### src/rtl/countdown_hat_pkg.sv
// hat_timer_pkg: count range and state type shared by the hat up/down counters
//   WIDTH     count width in bits
//   MAXCOUNT  largest loadable count; larger load values saturate to it
package hat_timer_pkg;
  localparam int WIDTH = 14;
  localparam logic [WIDTH-1:0] MAXCOUNT = 14'd12348;
  typedef enum logic [1:0] {IDLE, RUN, EXPIRED} state_t;
  function automatic logic [WIDTH-1:0] sat(input logic [WIDTH-1:0] x);
    return (x > MAXCOUNT) ? MAXCOUNT : x;
  endfunction
endpackage

### src/rtl/countdown_hat_if.sv
// countdown_hat_if: control and status bundle of the countdown timer
//   master drives load/load_val/en; slave returns count/busy/done/expired
interface countdown_hat_if;
  logic load;
  logic [hat_timer_pkg::WIDTH-1:0] load_val;
  logic en;
  logic [hat_timer_pkg::WIDTH-1:0] count;
  logic busy;
  logic done;
  logic expired;
  modport master(output load, load_val, en, input count, busy, done, expired);
  modport slave(input load, load_val, en, output count, busy, done, expired);
endinterface

### src/rtl/countdown_hat.sv
// countdown_hat: loadable down-counter raising done/expired when it reaches zero
//   clk    single clock, all state on posedge
//   reset  synchronous active-high reset
//   bus    slave side of countdown_hat_if (load, load_val, en -> count, busy, done, expired)
//   COUNTDOWN_AUTO_RELOAD_EN: when defined, expiry reloads the last loaded value and keeps running
module countdown_hat
  import hat_timer_pkg::*;
(
  input logic clk,
  input logic reset,
  countdown_hat_if.slave bus
);
  state_t state_q, state_d;
  logic [WIDTH-1:0] count_q, count_d, v;
  logic busy_q, busy_d, done_q, done_d, expired_q, expired_d;
  assign v = sat(bus.load_val);
`ifdef COUNTDOWN_AUTO_RELOAD_EN
  logic [WIDTH-1:0] reload_q;
  always_ff @(posedge clk)
    reload_q <= reset ? '0 : bus.load ? v : reload_q;
`endif
  always_comb begin
    state_d = state_q;
    count_d = count_q;
    busy_d = busy_q;
    done_d = 1'b0;
    expired_d = expired_q;
    if (bus.load) begin
      count_d = v;
      state_d = (v != '0) ? RUN : EXPIRED;
      busy_d = (v != '0);
      expired_d = (v == '0);
    end else if (state_q == RUN && bus.en) begin
      if (count_q > WIDTH'(1)) begin
        count_d = count_q - WIDTH'(1);
      end else begin
        done_d = 1'b1;
`ifdef COUNTDOWN_AUTO_RELOAD_EN
        count_d = reload_q;
`else
        count_d = '0;
        state_d = EXPIRED;
        busy_d = 1'b0;
        expired_d = 1'b1;
`endif
      end
    end
  end
  always_ff @(posedge clk) begin
    if (reset) begin
      state_q <= IDLE;
      count_q <= '0;
      busy_q <= 1'b0;
      done_q <= 1'b0;
      expired_q <= 1'b0;
    end else begin
      state_q <= state_d;
      count_q <= count_d;
      busy_q <= busy_d;
      done_q <= done_d;
      expired_q <= expired_d;
    end
  end
  assign bus.count = count_q;
  assign bus.busy = busy_q;
  assign bus.done = done_q;
  assign bus.expired = expired_q;
endmodule

### src/flat_wrapper.sv
// flat-port wrapper written by rule: the top's interface ports become plain ports
module countdown_hat_flat import hat_timer_pkg::*;
  (clk, reset, bus_load, bus_load_val, bus_en, bus_count, bus_busy, bus_done, bus_expired);
  countdown_hat_if bus_i ();
  input logic clk;
  input logic reset;
  input wire logic [$bits(bus_i.load)-1:0] bus_load;
  input wire logic [$bits(bus_i.load_val)-1:0] bus_load_val;
  input wire logic [$bits(bus_i.en)-1:0] bus_en;
  output wire logic [$bits(bus_i.count)-1:0] bus_count;
  output wire logic [$bits(bus_i.busy)-1:0] bus_busy;
  output wire logic [$bits(bus_i.done)-1:0] bus_done;
  output wire logic [$bits(bus_i.expired)-1:0] bus_expired;
  assign bus_i.load = bus_load;
  assign bus_i.load_val = bus_load_val;
  assign bus_i.en = bus_en;
  assign bus_count = bus_i.count;
  assign bus_busy = bus_i.busy;
  assign bus_done = bus_i.done;
  assign bus_expired = bus_i.expired;
  countdown_hat u_core (.clk(clk), .reset(reset), .bus(bus_i));
endmodule
### config.mk
export PLATFORM = sky130hd
export DESIGN_NAME = countdown_hat_flat
export DESIGN_NICKNAME = d
export VERILOG_FILES = /design/src/rtl/countdown_hat_pkg.sv /design/src/rtl/countdown_hat_if.sv /design/src/rtl/countdown_hat.sv /design/src/flat_wrapper.sv
export SDC_FILE = /design/constraint.sdc
export NUM_CORES = 1
export LEC_CHECK = 0
export CORE_ASPECT_RATIO = 0.7
export CORE_MARGIN = 2
export CORE_UTILIZATION = 55
export CTS_BUF_LIST = sky130_fd_sc_hd__clkbuf_8
export DETAILED_ROUTE_END_ITERATION = 12
export DONT_BUFFER_PORTS = 1
export PLACE_DENSITY_LB_ADDON = 0.2
export REMOVE_ABC_BUFFERS = 1
export SYNTH_ARGS = -nofsm -noshare
export SYNTH_HDL_FRONTEND = slang
export SYNTH_SLANG_ARGS = --single-unit
### constraint.sdc
create_clock -name clk -period 4.8 [get_ports clk]
set_input_delay 1.44 -clock clk [delete_from_list [all_inputs] [get_ports clk]]
set_output_delay 1.44 -clock clk [all_outputs]
set_load 0.005 [all_outputs]
==> results of run 1 <==
[registers in the layout, summed over array words and instances (netlist names)]
signal	flops
u_core.bus.busy	1
u_core.bus.done	1
u_core.bus.count	14
u_core.bus.expired	1
[power groups by stage]
| stage | clock network (uW) | registers, uW | logic, uW |
|---|---|---|---|
| 6_report | 104 | 173 | 94.7 |
| 5_1_grt | 113 | 176 | 105 |
| 4_1_cts | 106 | 173 | 94.1 |
| 3_5_place_dp | 0 | 176 | 93.5 |
| 3_3_place_gp | 0 | 176 | 92.8 |
| 2_1_floorplan | 0 | 172 | 78.6 |
[per-layer routing]
| layer | vias to the layer above | routed length [um] |
|---|---|---|
| li1 | 499 | - |
| met2 | 56 | 1259 |
| met1 | 495 | 1275 |
| met5 | - | 0 |
| met4 | 0 | 13 |
| met3 | 2 | 329 |
[cell families after synthesis]
logic type                 share of synthesized area, %
AOI/OAI and AO/OA                                 23.49
xor gates and xnor gates                          7.184
adders and majority gates                         2.280
buffers and inverters                             3.191
DFF                                               31.02
and+or+nand+nor                                   32.84
[area by class of cell]
class,count,area (um^2),share of cell area [%]
clock buffer,3,41.29,3.591
sequential,17,340.3,29.60
multi-input combinational,108,721.9,62.79
inverter,4,15.01,1.306
tap,22,27.53,2.394
clock inverter,1,3.754,0.3264
[worst register-to-register path: stages, from the launching register on]
cell      delay [ns]
dfxtp_1         0.43
inv_1           0.11
ha_1            0.32
nor2_1          0.15
and4b_4         0.24
a211oi_4        0.45
a22oi_1         0.16
a21oi_1         0.17
[cells in the final DEF (no fill, tap or decap), types with 3 or more instances in the layout]
master	synthesis	routed
clkbuf_8	0	3
dfxtp_1	17	17
nor2_1	18	18
xnor2_1	7	7
inv_1	4	5
a31oi_1	5	5
nand4_1	3	3
o21ai_0	6	6
nand2_1	10	10
o31ai_1	3	3
nand3_1	6	6
a21oi_1	10	10
nor3_1	7	7
a22oi_1	3	3
[worst min-delay path by stage]
stage	startpoint	endpoint	slack (ns)	cells past startpoint
after global routing	u_core.bus.busy	u_core.bus.busy	0.58	2
after floorplan	u_core.bus.busy	u_core.bus.busy	0.48	2
after global placement	u_core.bus.busy	u_core.bus.busy	0.51	2
after CTS	u_core.bus.busy	u_core.bus.busy	0.53	2
after detailed placement	u_core.bus.busy	u_core.bus.busy	0.52	2
final	u_core.bus.busy	u_core.bus.busy	0.53	2
[through the flow]
stage / setup WS (ns) / hold WS (ns) / instance area (um^2)
6_report: 2.187 / 0.5307 / 1150
4_1_cts: 2.197 / 0.5340 / 1150
2_1_floorplan: 2.314 / 0.4850 / 1077
3_5_place_dp: 1.963 / 0.5216 / 1105
5_1_grt: 2.080 / 0.5825 / 1150
3_3_place_gp: 1.967 / 0.5060 / 1105
[Yosys cell counts (3+ instances only)]
cell	instances	area share, %
nor2_1	18	6.2
o21ai_0	6	2.7
clkbuf_1	3	1.0
o31ai_1	3	2.1
a21oi_1	10	4.6
nand2_1	10	3.4
nand4_1	3	1.7
dfxtp_1	17	31
inv_1	4	1.4
a22oi_1	3	2.1
nor3_1	7	3.2
a31oi_1	5	2.9
nand3_1	6	2.7
xnor2_1	7	5.6
==> summary.md, run 1 <==
| Metric | Value |
|---|---|
| N_diodes | 0 |
| Synthesis-to-finish area growth | 4.789% |
| Max_slew headroom | 50.47% |
| Final period util | 54.43% |
| Wire per inst | 18.56 um |
| Met3 Track Usage GR | 8.025% |
| Maximum vdd drop | 202.5 uV |
| CP delay by family, top | simple AND/OR/NAND/NOR gates |
| DRT Wirelength | 2877 um |
| Max Fclk | approximately 380 MHz |
| Reg2Reg Setup Slack | 2.71 ns |
| Clock share of power | 28.0% |
| Worst-Margin Slew | 0.7402 ns |
| Starting density of the core | 58.66% |
| Number of global-route vias before repair | 890 |
| Site Rows | 13 |
| Cell Area, Synth | 0.001097 mm^2 |
| CP Launch Type | input pin |
| Internal power | 252.3 uW |
| Sequential area share after synthesis | 31.01% |
| GPL Wtd Cong | ~0.83 |
| Drt initial violations | 46 |
| Via count | 1,052 |
| Grt total ovfl | 0 |
| GR Layer Usage met2 | 38.35% |
| CP max stage cell | nor2_1 |
| Postcts setup bufs | 0 |
| Worst-path clk slew | about 0.06 ns |
| Total Routing Usage GR | around 26% |
| Worst R2R Start | u_core.bus.count[0] |
| CTS hold repair buffers | 0 |
| Post-synth EDFFs | 0 |
| Die height | 41.37 um |
| Detail Route Antenna Nets | 0 |
| Synth async-reset ratio | 0% |
| Critical Path Sink Type | flip-flop |
| Outcome | completed |
| Wire length of the first global-routing pass | 4374 um |
| Yosys cell types | 39 |
| Num CTS Buffers | 3 |
| DR pass1 iterations | 4 |
| Fillers | 160 |
| TNS Setup | 0 ns |
| Fin nets | 154 |
| Vias per cell | 6.787 |
| Syn Area/Cell | just over 8 um^2 |
| Worst Skew | 0.003036 ns |
| Pin count of the biggest net entering global routing | 20 |
| Cells after DPL | 151 |
| Worst path cell trace | and3b_1 -> nor2_1 -> nor4b_1 -> xnor2_1 -> o31ai_1 |
| DIE AREA | 0.002374 mm^2 |
| Ports | 35 |
| Synth Flop Type | dfxtp_1 |
| Comb pwr share | between 20% and 30% |
| Final hold vios | 0 |
| Sink Count | 17 |
| Pleak | 0.0003851 uW |
| Crit path kind | in -> reg |
| Mapped Cells | 134 |
| Post-layout util | between 60% and 70% |
| Critical path's largest stage delay | 0.59 ns |
| Layout cells sized above 1 | 8.271% |
| FF-to-FF End | u_core.bus.count[8] |
| FF+latch count, synth | 17 |
| Pwr Total | between 300 and 400 uW |
| Worst path bufs/invs | 0 |
| Pwr per Cell Area | 323.5 mW/mm^2 |
| Antenna violations before repair | 0 |
| Met1 Use GR | a little over a third |
| Psw | 119.7 uW |
| Die Wd | 57.39 um |
| WP depth | 5 |
| Worst setup endpoint | u_core.bus.count[4] |
| DRC Markers | 0 |
| Filler-free cell count of the finished design | 155 |
| Root buf cell | clkbuf_8 |
| Core area | 0.001871 mm^2 |
| Worst Setup SP | bus_en |
| Tmin final | 2.613 ns |
| Most Crowded Layer GR | met2 |
| Switching share of power | around a third |
| Port buffer count | 0 |
| R2R cell count | 7 |
| Maximum root-to-sink buffer count | 2 |
| YS warnings | 0 |
| Critical path fanouts, max | 10 |
| RSZ-0062 raised after global routing | no |
| Register share of total power | 46.5% |
| Max cap viols | 0 |
| Worst-skew pair later-pin latency | 0.25 ns |
| Max-slew violation count | 0 |
| CTS tree | yes |
| CP arrival | 2.77 ns |
| HPWL Detailed | 2085 um |
| # setup viols final | 0 |
| Worst Path Required | 4.96 ns |
| Htree depth | 1 |
| Cts repair resizes | 0 |
| Hold Crit Class | reg -> reg |
(Power assumes the default switching activity.)
==> inputs of run 2 (changes only) <==
clock period = 2.5 ns   (was 4.8 ns; I/O delays follow)
==> run 2 against run 1 <==
Net effect:
- worst hold slack better by 0.022 ns
- total power increased by 95%
- combinational power rose by 94%
- non-clock buffer count grew 1
- core utilization grew 0.40 points
- final cell count up 0.65%
- largest power group unchanged
- highest routed layer unchanged
==> summary.md, run 2 (synthesis gave the netlist of run 1 again) <==
| Metric | Value |
|---|---|
| Ports | 35 (unchanged) |
| Clock share of power | 28.5% (+0.5 points) |
| GPL Wtd Cong | 0.8689 (+4.6%) |
| TNS Setup | 0 ns (unchanged) |
| Number of global-route vias before repair | 895 (+0.56%) |
| Pwr Total | 725.0 uW (+95%) |
| Detail Route Antenna Nets | 0 (unchanged) |
| Switching share of power | 32.97% (+0.80 points) |
| Worst Path Required | 2.69 ns (-2.27 ns) |
| Maximum vdd drop | 489.4 uV (+140%) |
| Site Rows | 13 (unchanged) |
| Max FFs per register | 14 (unchanged) |
| Starting density of the core | 58.66% (unchanged) |
| Critical Path Sink Type | flip-flop |
| Pin count of the biggest net entering global routing | 20 (unchanged) |
| Pwr per Cell Area | 626.4 mW/mm^2 (+94%) |
| Outcome | completed |
| Most common cell after layout, fill and taps aside | nor2_1 |
| Layout cells sized above 1 | 8.955% (+0.68 points) |
| Crit path kind | reg -> reg |
| Register area | 340.3 um^2 (unchanged) |
| RSZ-0062 raised after global routing | no |
| Comb pwr share | 25.4% (about the same) |
| Fillers | 166 (+3.8%) |
| Htree depth | 1 (unchanged) |
| Fin nets | 155 (+0.65%) |
| N_diodes | 0 (unchanged) |
| DR pass1 iterations | 4 (unchanged) |
| Final hold vios | 0 (unchanged) |
| Register share of total power | 46.1% (-0.4 points) |
| Cts repair resizes | 0 (unchanged) |
| Max Fclk | around 490 MHz |
| Sink Count | 17 (unchanged) |
| Most frequent cells in the layout | 18 x nor2_1, 17 x dfxtp_1, 10 x nand2_1, 10 x a21oi_1 |
| Die Wd | 57.39 um (unchanged) |
| Final period util | 82.14% |
| Worst path cell trace | inv_1 -> ha_1 -> nor2_1 -> and4b_4 -> a211oi_4 -> a22oi_1 -> a21oi_1 |
| Worst-path clk slew | 0.07 ns (about the same) |
| Hold Crit Class | reg -> reg |
| Grt total ovfl | 0 (unchanged) |
| Area of the multi-input gates | 721.9 um^2 (unchanged) |
| DIE AREA | 0.002374 mm^2 (unchanged) |
| Maximum root-to-sink buffer count | 2 (unchanged) |
| Postcts setup bufs | 0 (unchanged) |
| Total Routing Usage GR | 26.30% (+0.79 points) |
| CTS hold repair buffers | 0 (unchanged) |
| Worst-Margin Slew | 0.6145 ns (-0.1257 ns) |
| Die height | 41.37 um (unchanged) |
| Tmin final | 2.053 ns |
| Antenna violations before repair | 0 (unchanged) |
| DRC Markers | 0 (unchanged) |
| CP Launch Type | flip-flop |
| Worst Setup SP | u_core.bus.count[0] |
| Wire per inst | 18.66 um (+0.53%) |
| Port buffer count | 0 (unchanged) |
| Min-Delay Startpoint | u_core.bus.busy |
| Pleak | 0.0003900 uW (+1.3%) |
| Core area | 0.001871 mm^2 (unchanged) |
| Worst R2R Start | u_core.bus.count[0] |
| Worst-skew pair later-pin latency | 0.25 ns (about the same) |
| Synthesis-to-finish area growth | 5.473% |
| Critical path's largest stage delay | 0.45 ns (-0.14 ns) |
| CTS tree | yes |
| DRT Wirelength | 2911 um (+1.2%) |
| # setup viols final | 0 (unchanged) |
| Via count | 1,055 (+0.29%) |
| HPWL Detailed | 2165 um (+3.9%) |
| Max cap viols | 0 (unchanged) |
| CP arrival | 2.24 ns (-0.53 ns) |
| Max_slew headroom | 58.72% (+8.2 points) |
| Drt initial violations | 60 (+30%) |
| Internal power | 485.9 uW (+93%) |
| Vias per cell | 6.763 (-0.36%) |
| Max-slew violation count | 0 (unchanged) |
| Critical path fanouts, max | 8 (-2) |
| Root buf cell | clkbuf_8 |
| CP max stage cell | a211oi_4 |
| Wire length of the first global-routing pass | 4471 um (+2.2%) |
| Psw | 239.1 uW (+100%) |
| Num CTS Buffers | 3 (unchanged) |
| Worst Skew | 0.003633 ns (+0.0005967 ns) |
==> run 2: cell types whose count changed in the layout (fill, tap and decap cells not counted), sizes merged <==
cell / previous run / this run
buf: 0 / 1
==> run 2: final cells by class <==
class	instances	area share (%)
multi-input combinational	108	62.38
sequential	17	29.41
timing repair buffer	1	0.6486
clock inverter	1	0.3243
inverter	4	1.297
clock buffer	3	3.568
tap	22	2.378
==> run 2: metal layers <==
layer  up-vias  wire (um)  global-route usage [%]
li1        502          -                       -
met1       491       1251                   34.70
met2        60       1300                   41.76
met3         2        346                   10.19
met4         0         13                   5.233
met5         -          0                       0
==> run 2: final timing paths <==
check | endpoint | slack, ns | cells after the start
worst max register to register | u_core.bus.count[8] | 0.45 | 7
worst min-delay path | u_core.bus.busy | 0.55 | 2
worst min register to register | u_core.bus.busy | 0.55 | 2
worst max-delay path | u_core.bus.count[8] | 0.45 | 7
==> run 2: power groups by stage <==
stage | sequential (uW) | combinational (uW) | clock [uW]
2_1_floorplan | 330 | 151 | 0
3_3_place_gp | 339 | 179 | 0
5_1_grt | 338 | 203 | 227
4_1_cts | 334 | 183 | 210
3_5_place_dp | 340 | 182 | 0
6_report | 334 | 184 | 207
==> run 2: stage by stage <==
| stage | utilization, % | hold WS, ns | setup slack, ns | instance area, um^2 | std cells |
|---|---|---|---|---|---|
| floorplan | - | 0.4850 | 0.7036 | 1077 | 129 |
| global placement | 59.46 | 0.5380 | 0.4994 | 1112 | 152 |
| detailed placement | 59.46 | 0.5309 | 0.4817 | 1112 | 152 |
| CTS | 61.87 | 0.5409 | 0.4648 | 1157 | 156 |
| global route | 61.87 | 0.5411 | 0.3197 | 1157 | 156 |
| finish | 61.87 | 0.5522 | 0.4466 | 1157 | 156 |
==> run 2: worst max-delay path: cells and delay by family (launching register included) <==
family                     cells  cell delay [ns]
AOI/OAI and AO/OA              3             0.77
adders and majority gates      1             0.31
buffers and inverters          1             0.10
DFF                            1             0.42
and+or+nand+nor                2             0.38
